==> src/rtl/time_keeper.sv <==
// Wall-clock hh:mm:ss in BCD, advanced by a synchronised 1 Hz tick; supports time-set and
// an optional alarm compare (enabled by defining TIME_KEEPER_ALARM_EN).
module time_keeper #(
  parameter int SYNC_STAGES = 2
) (
  input  logic       clk,
  input  logic       reset,
  input  logic       tick_in,
  input  logic       hold,
  input  logic       set_en,
  input  logic [7:0] set_hh,
  input  logic [7:0] set_mm,
  output logic [7:0] hh_bcd,
  output logic [7:0] mm_bcd,
  output logic [7:0] ss_bcd,
  output logic       sec_pulse,
  output logic       min_rollover,
  output logic       hr_rollover,
  output logic       day_rollover,
  output logic       set_err,
  input  logic       alarm_arm,
  input  logic [7:0] alarm_hh,
  input  logic [7:0] alarm_mm,
  output logic       alarm_match
);

  localparam int ARM_CYCLES = SYNC_STAGES + 1;
  localparam int ARM_W      = $clog2(ARM_CYCLES);

  function automatic logic [7:0] bcd_inc(input logic [7:0] v);
    return (v[3:0] == 4'd9) ? {v[7:4] + 4'd1, 4'd0} : {v[7:4], v[3:0] + 4'd1};
  endfunction

  function automatic logic bcd_ok(input logic [7:0] v, input logic [7:0] max);
    return (v[7:4] <= 4'd9) && (v[3:0] <= 4'd9) && (v <= max);
  endfunction

  logic [SYNC_STAGES-1:0] sync_q;
  logic                   samp_q, prev_q;
  logic                   armed_q;
  logic [ARM_W-1:0]       arm_cnt_q;
  logic [7:0]             hh_q, mm_q, ss_q;
  logic [7:0]             hh_d, mm_d, ss_d;
  logic [7:0]             hh_nx, mm_nx, ss_nx;
  logic                   sec_q, min_q, hr_q, day_q, set_err_q;
  logic                   adv, tick_adv, set_ok;
  logic                   ss_wrap, mm_wrap, hh_wrap;

  assign adv      = samp_q & ~prev_q & armed_q;
  assign tick_adv = adv & ~hold & ~set_en;
  assign set_ok   = bcd_ok(set_hh, 8'h23) && bcd_ok(set_mm, 8'h59);

  always_comb begin
    ss_wrap = (ss_q == 8'h59);
    mm_wrap = ss_wrap && (mm_q == 8'h59);
    hh_wrap = mm_wrap && (hh_q == 8'h23);
    ss_nx   = ss_wrap ? 8'h00 : bcd_inc(ss_q);
    mm_nx   = mm_q;
    hh_nx   = hh_q;
    if (ss_wrap) mm_nx = (mm_q == 8'h59) ? 8'h00 : bcd_inc(mm_q);
    if (mm_wrap) hh_nx = (hh_q == 8'h23) ? 8'h00 : bcd_inc(hh_q);
  end

  // A set request always owns the cycle; a coincident tick is dropped.
  always_comb begin
    hh_d = hh_q;
    mm_d = mm_q;
    ss_d = ss_q;
    if (set_en) begin
      if (set_ok) begin
        hh_d = set_hh;
        mm_d = set_mm;
        ss_d = 8'h00;
      end
    end else if (tick_adv) begin
      hh_d = hh_nx;
      mm_d = mm_nx;
      ss_d = ss_nx;
    end
  end

  // While disarmed, prev is held high so a tick already high at reset must fall before it counts.
  always_ff @(posedge clk) begin
    if (reset) begin
      sync_q    <= '0;
      samp_q    <= 1'b0;
      prev_q    <= 1'b1;
      armed_q   <= 1'b0;
      arm_cnt_q <= '0;
      hh_q      <= 8'h00;
      mm_q      <= 8'h00;
      ss_q      <= 8'h00;
      sec_q     <= 1'b0;
      min_q     <= 1'b0;
      hr_q      <= 1'b0;
      day_q     <= 1'b0;
      set_err_q <= 1'b0;
    end else begin
      sync_q <= {sync_q[SYNC_STAGES-2:0], tick_in};
      samp_q <= sync_q[SYNC_STAGES-1];
      prev_q <= armed_q ? samp_q : 1'b1;
      if (!armed_q) begin
        if (arm_cnt_q == ARM_W'(ARM_CYCLES - 1)) armed_q <= 1'b1;
        else arm_cnt_q <= arm_cnt_q + 1'b1;
      end
      hh_q      <= hh_d;
      mm_q      <= mm_d;
      ss_q      <= ss_d;
      sec_q     <= adv;
      min_q     <= tick_adv & ss_wrap;
      hr_q      <= tick_adv & mm_wrap;
      day_q     <= tick_adv & hh_wrap;
      set_err_q <= set_en & ~set_ok;
    end
  end

  assign hh_bcd       = hh_q;
  assign mm_bcd       = mm_q;
  assign ss_bcd       = ss_q;
  assign sec_pulse    = sec_q;
  assign min_rollover = min_q;
  assign hr_rollover  = hr_q;
  assign day_rollover = day_q;
  assign set_err      = set_err_q;

`ifdef TIME_KEEPER_ALARM_EN
  logic alarm_q, alarm_hit;

  assign alarm_hit = tick_adv && alarm_arm &&
                     bcd_ok(alarm_hh, 8'h23) && bcd_ok(alarm_mm, 8'h59) &&
                     (hh_nx == alarm_hh) && (mm_nx == alarm_mm) && (ss_nx == 8'h00);

  always_ff @(posedge clk) begin
    if (reset) alarm_q <= 1'b0;
    else       alarm_q <= alarm_hit;
  end

  assign alarm_match = alarm_q;
`else
  logic unused_alarm;
  assign unused_alarm = ^{alarm_arm, alarm_hh, alarm_mm};
  assign alarm_match  = 1'b0;
`endif

endmodule

==> config.mk <==
export PLATFORM = sky130hd
export DESIGN_NAME = time_keeper
export DESIGN_NICKNAME = d
export VERILOG_FILES = /design/src/rtl/time_keeper.sv
export SDC_FILE = /design/constraint.sdc
export NUM_CORES = 1
export LEC_CHECK = 0
export ABC_AREA = 1
export CELL_PAD_IN_SITES_DETAIL_PLACEMENT = 0
export CELL_PAD_IN_SITES_GLOBAL_PLACEMENT = 1
export CORE_MARGIN = 2
export CORE_UTILIZATION = 46
export CTS_BUF_LIST = sky130_fd_sc_hd__clkbuf_16
export CTS_CLUSTER_DIAMETER = 40
export DETAILED_ROUTE_END_ITERATION = 16
export DONT_BUFFER_PORTS = 1
export GPL_ROUTABILITY_DRIVEN = 1
export PLACE_DENSITY_LB_ADDON = 0.3
export SETUP_SLACK_MARGIN = 0.1
export SLEW_MARGIN = 20
export SYNTH_ARGS = -nofsm -noshare
export SYNTH_HDL_FRONTEND = slang
export SYNTH_SLANG_ARGS = --single-unit
==> constraint.sdc <==
create_clock -name clk -period 2.95 [get_ports clk]
set_input_delay 0 -clock clk [delete_from_list [all_inputs] [get_ports clk]]
set_output_delay 0 -clock clk [all_outputs]
set_load 0.02 [all_outputs]
== After elaboration in Yosys (flattened, before gate mapping) ==
Index checks and enable logic that the tools add are counted.

* Register bits: 36
* Bits in latches: 0
* RAM bits: 0
* Memory bits (read-only): 0
* Input port bits: 38
* Output and inout port bits: 30
* Logic and storage cells: 91
* Memories kept: 0

* $add $sub $neg: 7
* Multipliers: 0
* Divide/modulo/power cells: 0
* Order comparisons: 6
* Equality and inequality tests: 8
* Shifts and indexed selects: 0
* Mux-type cells: 19
* Bitwise operators: 14
* Reductions and logical operators: 21

{| class="wikitable"
|+ Operator list
! cell !! number
|-
| two-way mux 8 bit || 17
|-
| adder 4 x 1 -> 4 bit, second input constant || 6
|-
| equality test 8 x 7 -> 1 bit, second input constant || 2
|-
| <= comparator 4 bit, second input constant || 4
|-
| equality test 4 bit, second input constant || 3
|-
| AND reduction 3 bit || 3
|-
| nonzero test 3 bit || 3
|-
| bitwise AND 1 bit || 8
|-
| equality test 8 x 6 -> 1 bit, second input constant || 1
|-
| <= comparator 8 x 6 -> 1 bit, second input constant || 1
|-
| <= comparator 8 x 7 -> 1 bit, second input constant || 1
|-
| AND reduction 4 bit || 2
|-
| logical AND 1 bit || 7
|-
| inverter 1 bit || 6
|-
| nonzero test 2 bit || 3
|-
| AND reduction 2 bit || 2
|-
| adder 2 x 1 -> 2 bit, second input constant || 1
|-
| equality test 2 bit, second input constant || 1
|-
| two-way mux 1 bit || 2
|-
| != test 2 x 1 -> 1 bit, second input constant || 1
|-
| OR reduction 2 bit || 1
|}

== Depth between registers and ports, before layout ==
Gate-level depths: netlist (run 1).

* Word-level depth: 7
* Mapped depth: 11
* Gate-level depth less buffers: 10

== Worst setup path after synthesis (run 1) ==
Ideal clock, no wire load.

* Path kind: register to register
* Start: register ss_q[0], in the netlist ss_bcd[0]
* End: register hh_q[4], in the netlist hh_bcd[4]
* Arrival time: 1,435 ps
* Required time: 2,834 ps
* Slack: 1,399 ps
* Cell stages (with the launch flop): 10
* Cells stage by stage: dfxtp_1 -> ha_1 -> nand3_1 -> nor2_2 -> nand3_1 -> nand2_2 -> buf_6 -> nand3_1 -> nand2_1 -> nor2_1

* Cells in the longest elaborated chain, start to end: 4

{| class="wikitable"
|+ RTL lines
! element !! line !! RTL
|-
| start: declaration || 42 || <nowiki>logic [7:0] hh_q, mm_q, ss_q;</nowiki>
|-
| start signal: assignment || 108 || <nowiki>ss_q <= ss_d;</nowiki>
|-
| equality test 8 x 7 -> 1 bit || 54 || <nowiki>ss_wrap = (ss_q == 8'h59);</nowiki>
|-
| logical AND 1 bit || 55 || <nowiki>mm_wrap = ss_wrap && (mm_q == 8'h59);</nowiki>
|-
| nonzero test 2 bit (no line) || -- ||
|-
| AND reduction 4 bit (no line) || -- ||
|-
| end signal: assignment || 106 || <nowiki>hh_q <= hh_d;</nowiki>
|-
| end: declaration || 42 ||
|}

No other way between the ends.
A chain may end at the register's enable or synchronous reset.

== Worst setup path in the final report (run 1) ==
* Start: register ss_q[4], in the netlist ss_bcd[4]
* End: register hh_q[0], in the netlist hh_bcd[0]

* Cells in the longest elaborated chain, start to end: 4

{| class="wikitable"
|+ RTL lines
! element !! line
|-
| equality test 8 x 7 -> 1 bit || 54
|-
| logical AND 1 bit || 55
|-
| nonzero test 2 bit (no line) || --
|-
| AND reduction 3 bit (no line) || --
|}

No other way between the ends.

==> flow_summary.ini, run 1 <==
[sta]
worst_hold_slack_ps = 9.25
tns_ps = 0
max_slew_margin = 0.636
fin_skew_ps = 2.99
drv_slew = 0
fin_crit_sh = 0.628
hold_viol_final = 0
period_minus_slack_ps = 1850
worstMarginPinSlew_ps = 542
finalSetupViolations = 0
fmax_mhz = 540
rsz0062_at_grt = no

[route]
route.detailed.drc = 0
drtIter0Drc = 87
dr.pass1.iters = 4
vias = 1857
avgRoutedWirePerCell_um = 12.9
wl_mm = 4.74
drt-vias-per-instance = 5.05
postRouteAntennaNets = 0

[clock_network]
htree_levels = 2
cts_buffer_depth = 2
cts_buffers = 5
clock-sinks = 36
clk_pin_slew_ps = 60
root_buffer = clkbuf_16
clk_latency_ps = 280
postCtsSetupBuffers = 0
tritoncts = built

[setup_path]
crit_start = ss_bcd[4]
cp-start-kind = flip-flop
cp-end-kind = flip-flop
r2r_cells = 8
r2r_start = ss_bcd[4]
slowest_stage = dfxtp_1
worstPathArrival_ps = 2030
critical_path_buf_inv_count = 1
r2r_end = hh_bcd[0]
crit_family = simple AND/OR/NAND/NOR gates
crit_chain = ha_1 > nand3_1 > nor2_2 > nand3_1 > nand2_2 > inv_1 > nor2_1 > nor2_1
crit_type = flip-flop to flip-flop
cp.required_ps = 3120
r2r_slack_ps = 1100
cp.depth = 8
crit_fanout = 14
endpoint = hh_bcd[0]
cpPeakStageDelay_ps = 580

[pwr]
p_switching_uw = 288
combPwrFrac = 0.090
powerDensity_mw_per_mm2 = 523
switching_share = 0.233
p_clk_frac = 0.487
power_frac_seq = 0.423
peakVddDrop_mv = 0.263
p_leak_uw = 0.00104
internal-power_uw = 949

[die]
dieHeight_um = 71.4
die-width_um = 71.4
initial_core_util = 0.480
core_area_mm2 = 0.00435
ios = 68
rows = 24
die_area_mm2 = 0.00510

[synthesis]
synthMuxAreaShare = 0.00479
synth_seq_area_share = 0.345
synth_area_per_cell_um2 = 6.83
synth.net_count = 355
synth_top_area_frac = 0.345
postSynthCellCount = 306
synth_ff_type = dfxtp_1
syn_area_mm2 = 0.00209
ys_seq_elements = 36
synth_cell_types = 34
synth_edf_count = 0
synth-simple-area-share = 0.350
synth_top_family_by_area = simple AND/OR/NAND/NOR gates
synth-compound-area-share = 0.0976
netlist_top_cells_count = nand2_1 (59), nor2_1 (49), inv_1 (39), dfxtp_1 (36), nand3_1 (30)
ys_warn_count = 0
yosysTopAreaCell = dfxtp_1
synth.area.top_cells = dfxtp_1 (34%), nand2_1 (11%), nor2_1 (8.8%)
synth_xor_area_frac = 0.0293
synth_fa_ha_area_frac = 0.0659
synthArstFlopShare = 0
yosysMostFrequentCell = nand2_1

[finish]
syn2layout_area_growth_pct = 13.2
antenna_cells = 0
stdcell_count = 368
nets = 364
drive_gt1_frac = 0.0886
design_area_mm2 = 0.00236
utilization = 0.543

[place]
post_dp_cell_area_mm2 = 0.00210
dp_hpwl_mm = 3.28
dp_cells = 350
place.gp.congestion = 0.809
io_buffer_count = 0

[global_routing]
grtUsageMet3 = 0.0506
gr-max-usage-layer = met2
antenna_found_initial = 0
grt_pass1_wl_mm = 7.87
grt_max_degree = 20
met1_usage = 0.250
grt_pass1_vias = 1736
grt_util_met2 = 0.323
overflow = 0
grt_use_total = 0.198

[run_status]
outcome = finished, final reports clean

[hold_path]
hold_class = primary input to flip-flop

[flow_run]
drv_cap = 0
[placed cells by master (no fill, tap or decap), types with 2 or more instances in the layout]
cell           instances
clkbuf_16              5
nor2_4                 2
nor2_1                49
nand2_2                4
a21boi_0               3
nor3_1                 2
nor2_2                 5
inv_2                  2
a21oi_1               16
nand3_2                2
nand4_1                5
o21ai_1                2
o31ai_1                2
xor2_1                 6
nand2_1               59
inv_1                 39
o21ai_0               12
ha_1                  11
dlygate4sd3_1         10
nand3_1               30
dfxtp_1               36
[final cells by class]
type	count	area (um^2)
inverter	43	164
fill	445	1990
sequential	36	721
clock inverter	3	42.5
multi-input combinational	219	1150
clock buffer	5	125
timing repair buffer	10	100
tap	52	65.1
[power by group through the flow]
stage	Sequential, uW	Combinational [uW]	Clock, uW
after floorplan	531	89.0	0
after global placement	533	94.2	0
after detailed placement	534	96.5	0
after CTS	523	114	618
after global routing	526	129	632
final	523	112	603
[flip-flops by register name (all words and copies together), names as in the netlist]
signal and flops:
hh_bcd 8, prev_q 1, samp_q 1, min_rollover 1, arm_cnt_q 2, mm_bcd 8, armed_q 1, ss_bcd 8
sync_q 2, hr_rollover 1, sec_pulse 1, day_rollover 1, set_err 1
[worst register-to-register path, cell delays in order (launching register included)]
cell,delay (ps)
dfxtp_1,580
ha_1,240
nand3_1,90
nor2_2,210
nand3_1,120
nand2_2,230
inv_1,120
nor2_1,120
nor2_1,50
[stage by stage]
stage	power [uW]	setup slack (ps)
after floorplan	620	1400
final	1240	1100
after detailed placement	630	1090
after global placement	627	1120
after CTS	1250	1090
after global routing	1290	931
[repair_timing]
item	4_1_cts	5_1_grt
endpoints found under the hold margin	24	0
hold buffers	10	0
gates resized for setup	0	0
[metal layers]
metal  part of all wire  wire (um)
met4              0.016         78
met3              0.063        299
met1               0.47       2220
met2               0.45       2140
met5                  0          0
[worst min path at each step]
| stage | start | end | slack (ps) | cells past startpoint |
|---|---|---|---|---|
| after CTS | set_hh[5] | set_err | 10 | 4 |
| after detailed placement | reset | ss_bcd[5] | 70 | 1 |
| after global placement | reset | ss_bcd[5] | 60 | 1 |
| after floorplan | reset | min_rollover | 80 | 1 |
| final | set_hh[5] | set_err | 9 | 4 |
| after global routing | set_mm[3] | mm_bcd[3] | 40 | 4 |
[logic make-up (layout without fill, tap and decap cells)]
logic type / Yosys count / count (layout)
and+or+nand+nor: 162 / 162
muxes: 1 / 1
adders and majority gates: 11 / 11
DFF: 36 / 36
other: 1 / 1
xor gates and xnor gates: 7 / 7
buffers and inverters: 51 / 61
AOI/OAI and AO/OA: 37 / 37
Note: power is estimated with default switching activity, not from simulation.
==> inputs of run 2 (changes only) <==
--- a/config.mk
+++ b/config.mk
@@ -5,11 +5,11 @@
 export SDC_FILE = /design/constraint.sdc
 export NUM_CORES = 1
 export LEC_CHECK = 0
-export ABC_AREA = 1
+export ABC_AREA = 0
 export CELL_PAD_IN_SITES_DETAIL_PLACEMENT = 0
 export CELL_PAD_IN_SITES_GLOBAL_PLACEMENT = 1
 export CORE_MARGIN = 2
-export CORE_UTILIZATION = 46
+export CORE_UTILIZATION = 45
 export CTS_BUF_LIST = sky130_fd_sc_hd__clkbuf_16
 export CTS_CLUSTER_DIAMETER = 40
 export DETAILED_ROUTE_END_ITERATION = 16
==> constraint.sdc (replaced) <==
create_clock -name clk -period 1.9 [get_ports clk]
set_input_delay 0 -clock clk [delete_from_list [all_inputs] [get_ports clk]]
set_output_delay 0 -clock clk [all_outputs]
set_load 0.02 [all_outputs]
==> flow_summary.ini, run 2 <==
[setup_path]
cp-start-kind = flip-flop
slowest_stage = or4_4
crit_type = flip-flop to flip-flop
r2r_cells = 5
r2r_slack_ps = 50
critical_path_buf_inv_count = 0
cpPeakStageDelay_ps = 590
crit_chain = nand4bb_4 > or2_4 > or4_4 > a221oi_2 > nor3_1
cp.required_ps = 2060
r2r_start = prev_q
r2r_end = hh_bcd[0]
worstPathArrival_ps = 2010
cp-end-kind = flip-flop
crit_family = simple AND/OR/NAND/NOR gates
crit_fanout = 6

[clock_network]
htree_levels = 2
root_buffer = clkbuf_16
tritoncts = built
clock-sinks = 36
clk_pin_slew_ps = 60
cts_buffers = 5
clk_latency_ps = 280
cts_buffer_depth = 2

[synthesis]
postSynthCellCount = 234
synth_top_area_frac = 0.365
synth_ff_type = dfxtp_1
synthArstFlopShare = 0
ys_warn_count = 0
synth_area_per_cell_um2 = 8.44
netlist_top_cells_count = dfxtp_1 (36), nor2_1 (20), nand2_1 (17), o21ai_0 (17), a21oi_1 (14)
synth_edf_count = 0
yosysTopAreaCell = dfxtp_1
synth.net_count = 283
ys_seq_elements = 36
synth_seq_area_share = 0.365
yosysMostFrequentCell = dfxtp_1
synth_cell_types = 58
syn_area_mm2 = 0.00198
synth.area.top_cells = dfxtp_1 (36%), ha_1 (7.0%), o21ai_0 (4.3%)

[route]
drt-vias-per-instance = 5.86
dr.pass1.iters = 4
route.detailed.drc = 0
wl_mm = 5.57
postRouteAntennaNets = 0
vias = 1997
drtIter0Drc = 148
avgRoutedWirePerCell_um = 16.3

[place]
dp_hpwl_mm = 3.77
place.gp.congestion = 0.903
dp_cells = 311
io_buffer_count = 0
dpl_worst_slack_ps = 31.9

[die]
rows = 24
ios = 68
die_area_mm2 = 0.00494
dieHeight_um = 70.3
core_area_mm2 = 0.00429
die-width_um = 70.3
initial_core_util = 0.460

[hold_path]
min-delay-start = set_hh[5]
hold_class = primary input to flip-flop
min_path_cells = 3
whs_endpoint = hh_bcd[5]

[finish]
drive_gt1_frac = 0.384
final_common_cell = buf_4
antenna_cells = 0
syn2layout_area_growth_pct = 44.6
multi_input_area_mm2 = 0.00136
utilization = 0.666
stdcell_count = 341
nets = 337
mostFrequentLayoutCells = buf_4 (46), dfxtp_1 (22), nor2_1 (20)
fillers = 364
seq_area_um2 = 743

[run_status]
outcome = finished, final reports clean

[sta]
fmax_mhz = 542
fin_skew_ps = 2.91
worstMarginPinSlew_ps = 639
finalSetupViolations = 0
fin_crit_sh = 0.972
period_minus_slack_ps = 1850
drv_slew = 0
max_slew_margin = 0.571
hold_viol_final = 0
rsz0062_at_grt = yes
fin_ws_ps = 54.1
worst_hold_slack_ps = 5.22

[global_routing]
grt_use_total = 0.228
grtUsageMet3 = 0.0649
met1_usage = 0.291
antenna_found_initial = 0
gr-max-usage-layer = met2
grt_pass1_vias = 1839
overflow = 0
grt_util_met2 = 0.366
grt_pass1_wl_mm = 8.83
grt_max_degree = 30

[pwr]
p_leak_uw = 0.00109
total_power_uw = 1900
peakVddDrop_mv = 0.449
powerDensity_mw_per_mm2 = 664

[flow_run]
drv_cap = 0
-- run 2: cell types whose count changed after synthesis, sizes merged, moves of 6 or more --
cell    change
nand2      -47
clkbuf      +6
nand3      -24
or3         +6
inv        -32
nor2       -36
-- run 2: worst max-delay path by stage --
stage | start | slack (ps) | cells after the start | endpoint
4_1_cts | prev_q | 70 | 5 | hh_bcd[2]
3_5_place_dp | hh_bcd[0] | 30 | 5 | hh_bcd[5]
5_1_grt | prev_q | -20 | 5 | hh_bcd[2]
2_1_floorplan | prev_q | 40 | 7 | hh_bcd[0]
3_3_place_gp | hh_bcd[0] | 60 | 5 | hh_bcd[5]
6_report | prev_q | 50 | 5 | hh_bcd[0]
-- run 2: repair_timing --
action | CTS | global route
hold buffers | 12 | 0
buffers inserted | 2 | 8
gates resized for setup | 9 | 35
pin swaps | 3 | 7
setup endpoints to repair | 12 | 23
hold endpoints to repair | 29 | 0
-- run 2: per-layer routing --
metal,vias up,routed length (um)
li1,979,-
met1,940,2420
met2,73,2650
met3,5,434
met4,0,64
met5,-,0
-- run 2: through the flow --
step	setup TNS, ps	instance area, um^2
global placement	0	2320
finish	0	2860
CTS	0	2650
detailed placement	0	2320
floorplan	0	2040
global route	-37.2	2860
-- run 2: cell type report --
cell class / count / area share
Multi-Input combinational cell: 176 / 0.477
Clock inverter: 2 / 0.00438
Tap cell: 52 / 0.0228
Sequential cell: 36 / 0.260
Inverter: 10 / 0.0131
Clock buffer: 6 / 0.0525
Timing Repair Buffer: 59 / 0.170
-- run 2: kinds of logic after synthesis --
kind of cell | synth area share
xor+xnor | 0.0177
mux | 0.0108
compound gates | 0.235
fa+ha+maj | 0.0697
simple gates | 0.251
flops | 0.365
buf+inv | 0.0488
other cells | 0.00190
-- run 2: report_power, final --
group | leakage [uW] | internal [uW] | switching [uW]
registers | 0.000298 | 789 | 26.1
logic | 0.000712 | 96.1 | 101
clock network | 0.0000780 | 563 | 323
total | 0.00109 | 1450 | 450
-- run 2: worst min-delay path, cell delays in order --
cell and delay (ps):
a2bb2oi_1 40, nor2_1 80, mux2_2 140
==> inputs of run 3 (changes only) <==
--- a/config.mk
+++ b/config.mk
@@ -15,7 +15,7 @@
 export DETAILED_ROUTE_END_ITERATION = 16
 export DONT_BUFFER_PORTS = 1
 export GPL_ROUTABILITY_DRIVEN = 1
-export PLACE_DENSITY_LB_ADDON = 0.3
+export PLACE_DENSITY = 0.78
 export SETUP_SLACK_MARGIN = 0.1
 export SLEW_MARGIN = 20
 export SYNTH_ARGS = -nofsm -noshare
==> flow_summary.ini, run 3 (same netlist as run 2, synthesis figures left out) <==
[die]
dieHeight_um = 70.3
initial_core_util = 0.460
core_area_mm2 = 0.00429
die_area_mm2 = 0.00494
ios = 68
die-width_um = 70.3
rows = 24

[place]
io_buffer_count = 0
place.gp.congestion = 0.825
dp_hpwl_mm = 3.94

[global_routing]
grt_pass1_wl_mm = 9.20
grt_max_degree = 30
grt_use_total = 0.232
overflow = 0
grt_pass1_vias = 1987
antenna_found_initial = 0

[setup_path]
crit_chain = nand4bb_4 > or2_4 > or4_4 > a221oi_2 > a31o_1
cp-start-kind = flip-flop
r2r_slack_ps = 40
crit_type = flip-flop to flip-flop
cp.required_ps = 2120
crit_fanout = 6
r2r_cells = 5
worstPathArrival_ps = 2080
cp-end-kind = flip-flop
cpPeakStageDelay_ps = 610
r2r_end = hh_bcd[2]
slowest_stage = or4_4
crit_start = prev_q
critical_path_buf_inv_count = 0
crit_family = simple AND/OR/NAND/NOR gates
r2r_start = prev_q

[route]
postRouteAntennaNets = 0
dr.pass1.iters = 4
avgRoutedWirePerCell_um = 17.1
wl_mm = 5.78
drt-vias-per-instance = 5.76
vias = 1946
route.detailed.drc = 0
drtIter0Drc = 171

[clock_network]
clock-sinks = 36
cts_buffer_depth = 2
root_buffer = clkbuf_16
clk_latency_ps = 280
tritoncts = built
htree_levels = 2
cts_hold_buf = 10
clk_pin_slew_ps = 60
cts_buffers = 5

[finish]
mostFrequentLayoutCells = buf_4 (42), dfxtp_1 (22), nor2_1 (18)
nets = 334
antenna_cells = 0
drive_gt1_frac = 0.378
syn2layout_area_growth_pct = 43.6
final_common_cell = buf_4
fillers = 363

[pwr]
internal-power_uw = 1470
peakVddDrop_mv = 0.688
switching_share = 0.228
p_clk_frac = 0.453
p_switching_uw = 435
power_frac_seq = 0.433
p_leak_uw = 0.00111
powerDensity_mw_per_mm2 = 672
combPwrFrac = 0.114

[hold_path]
hold_class = primary input to flip-flop
whs_endpoint = mm_bcd[0]
min-delay-start = reset
min_path_cells = 1

[sta]
tns_ps = 0
fin_skew_ps = 5.87
fmax_mhz = 538
drv_slew = 0
finalSetupViolations = 0
fin_crit_sh = 0.979
period_minus_slack_ps = 1860
hold_viol_final = 19
rsz0062_at_grt = yes
worst_hold_slack_ps = -213

[run_status]
outcome = complete, but fails checks
violations = negative hold slack

[flow_run]
drv_cap = 0
run 3: metrics by stage:
stage | worst slack [ps] | cell area [um^2] | utilization | total power [uW] | cells
2_1_floorplan | 35.2 | 2040 | - | 953 | 234
3_3_place_gp | 85.3 | 2310 | 0.538 | 964 | 310
3_5_place_dp | 27.0 | 2310 | 0.538 | 971 | 310
4_1_cts | 50.8 | 2650 | 0.616 | 1880 | 334
5_1_grt | -1.36 | 2840 | 0.661 | 1980 | 338
6_report | 40.2 | 2840 | 0.661 | 1910 | 338
run 3: power by group through the flow:
stage,sequential [uW],clock [uW],combinational (uW)
after global placement,824,0,139
after floorplan,826,0,127
after detailed placement,827,0,144
final,826,863,217
after CTS,812,871,195
after global routing,830,903,249
run 3: metal layers:
layer,vias up,part of all wire,global-route usage
li1,962,-,-
met4,0,0.012,0.0833
met5,-,0,0
met3,6,0.056,0.0433
met1,932,0.42,0.299
met2,46,0.51,0.387
run 3: worst max-delay path by stage:
stage,to,slack (ps),cells after the start
4_1_cts,hh_bcd[2],50,5
3_5_place_dp,hh_bcd[2],30,5
6_report,hh_bcd[2],40,5
2_1_floorplan,hh_bcd[0],40,7
3_3_place_gp,hh_bcd[5],90,5
5_1_grt,mm_bcd[3],-1,8
run 3: what timing repair did:
action | 4_1_cts | 5_1_grt
resized for setup | 13 | 39
hold endpoints to repair | 29 | 19
setup buffers | 6 | 4
endpoints found under the setup margin | 15 | 24
pin swaps | 7 | 10
run 3: cell type report:
type,count,area [um^2],area share
clock buffer,6,150,0.0529
clock inverter,2,8.76,0.00309
inverter,10,37.5,0.0132
multi-input combinational,176,1370,0.484
sequential,36,743,0.262
tap,52,65.1,0.0229
timing repair buffer,56,460,0.162
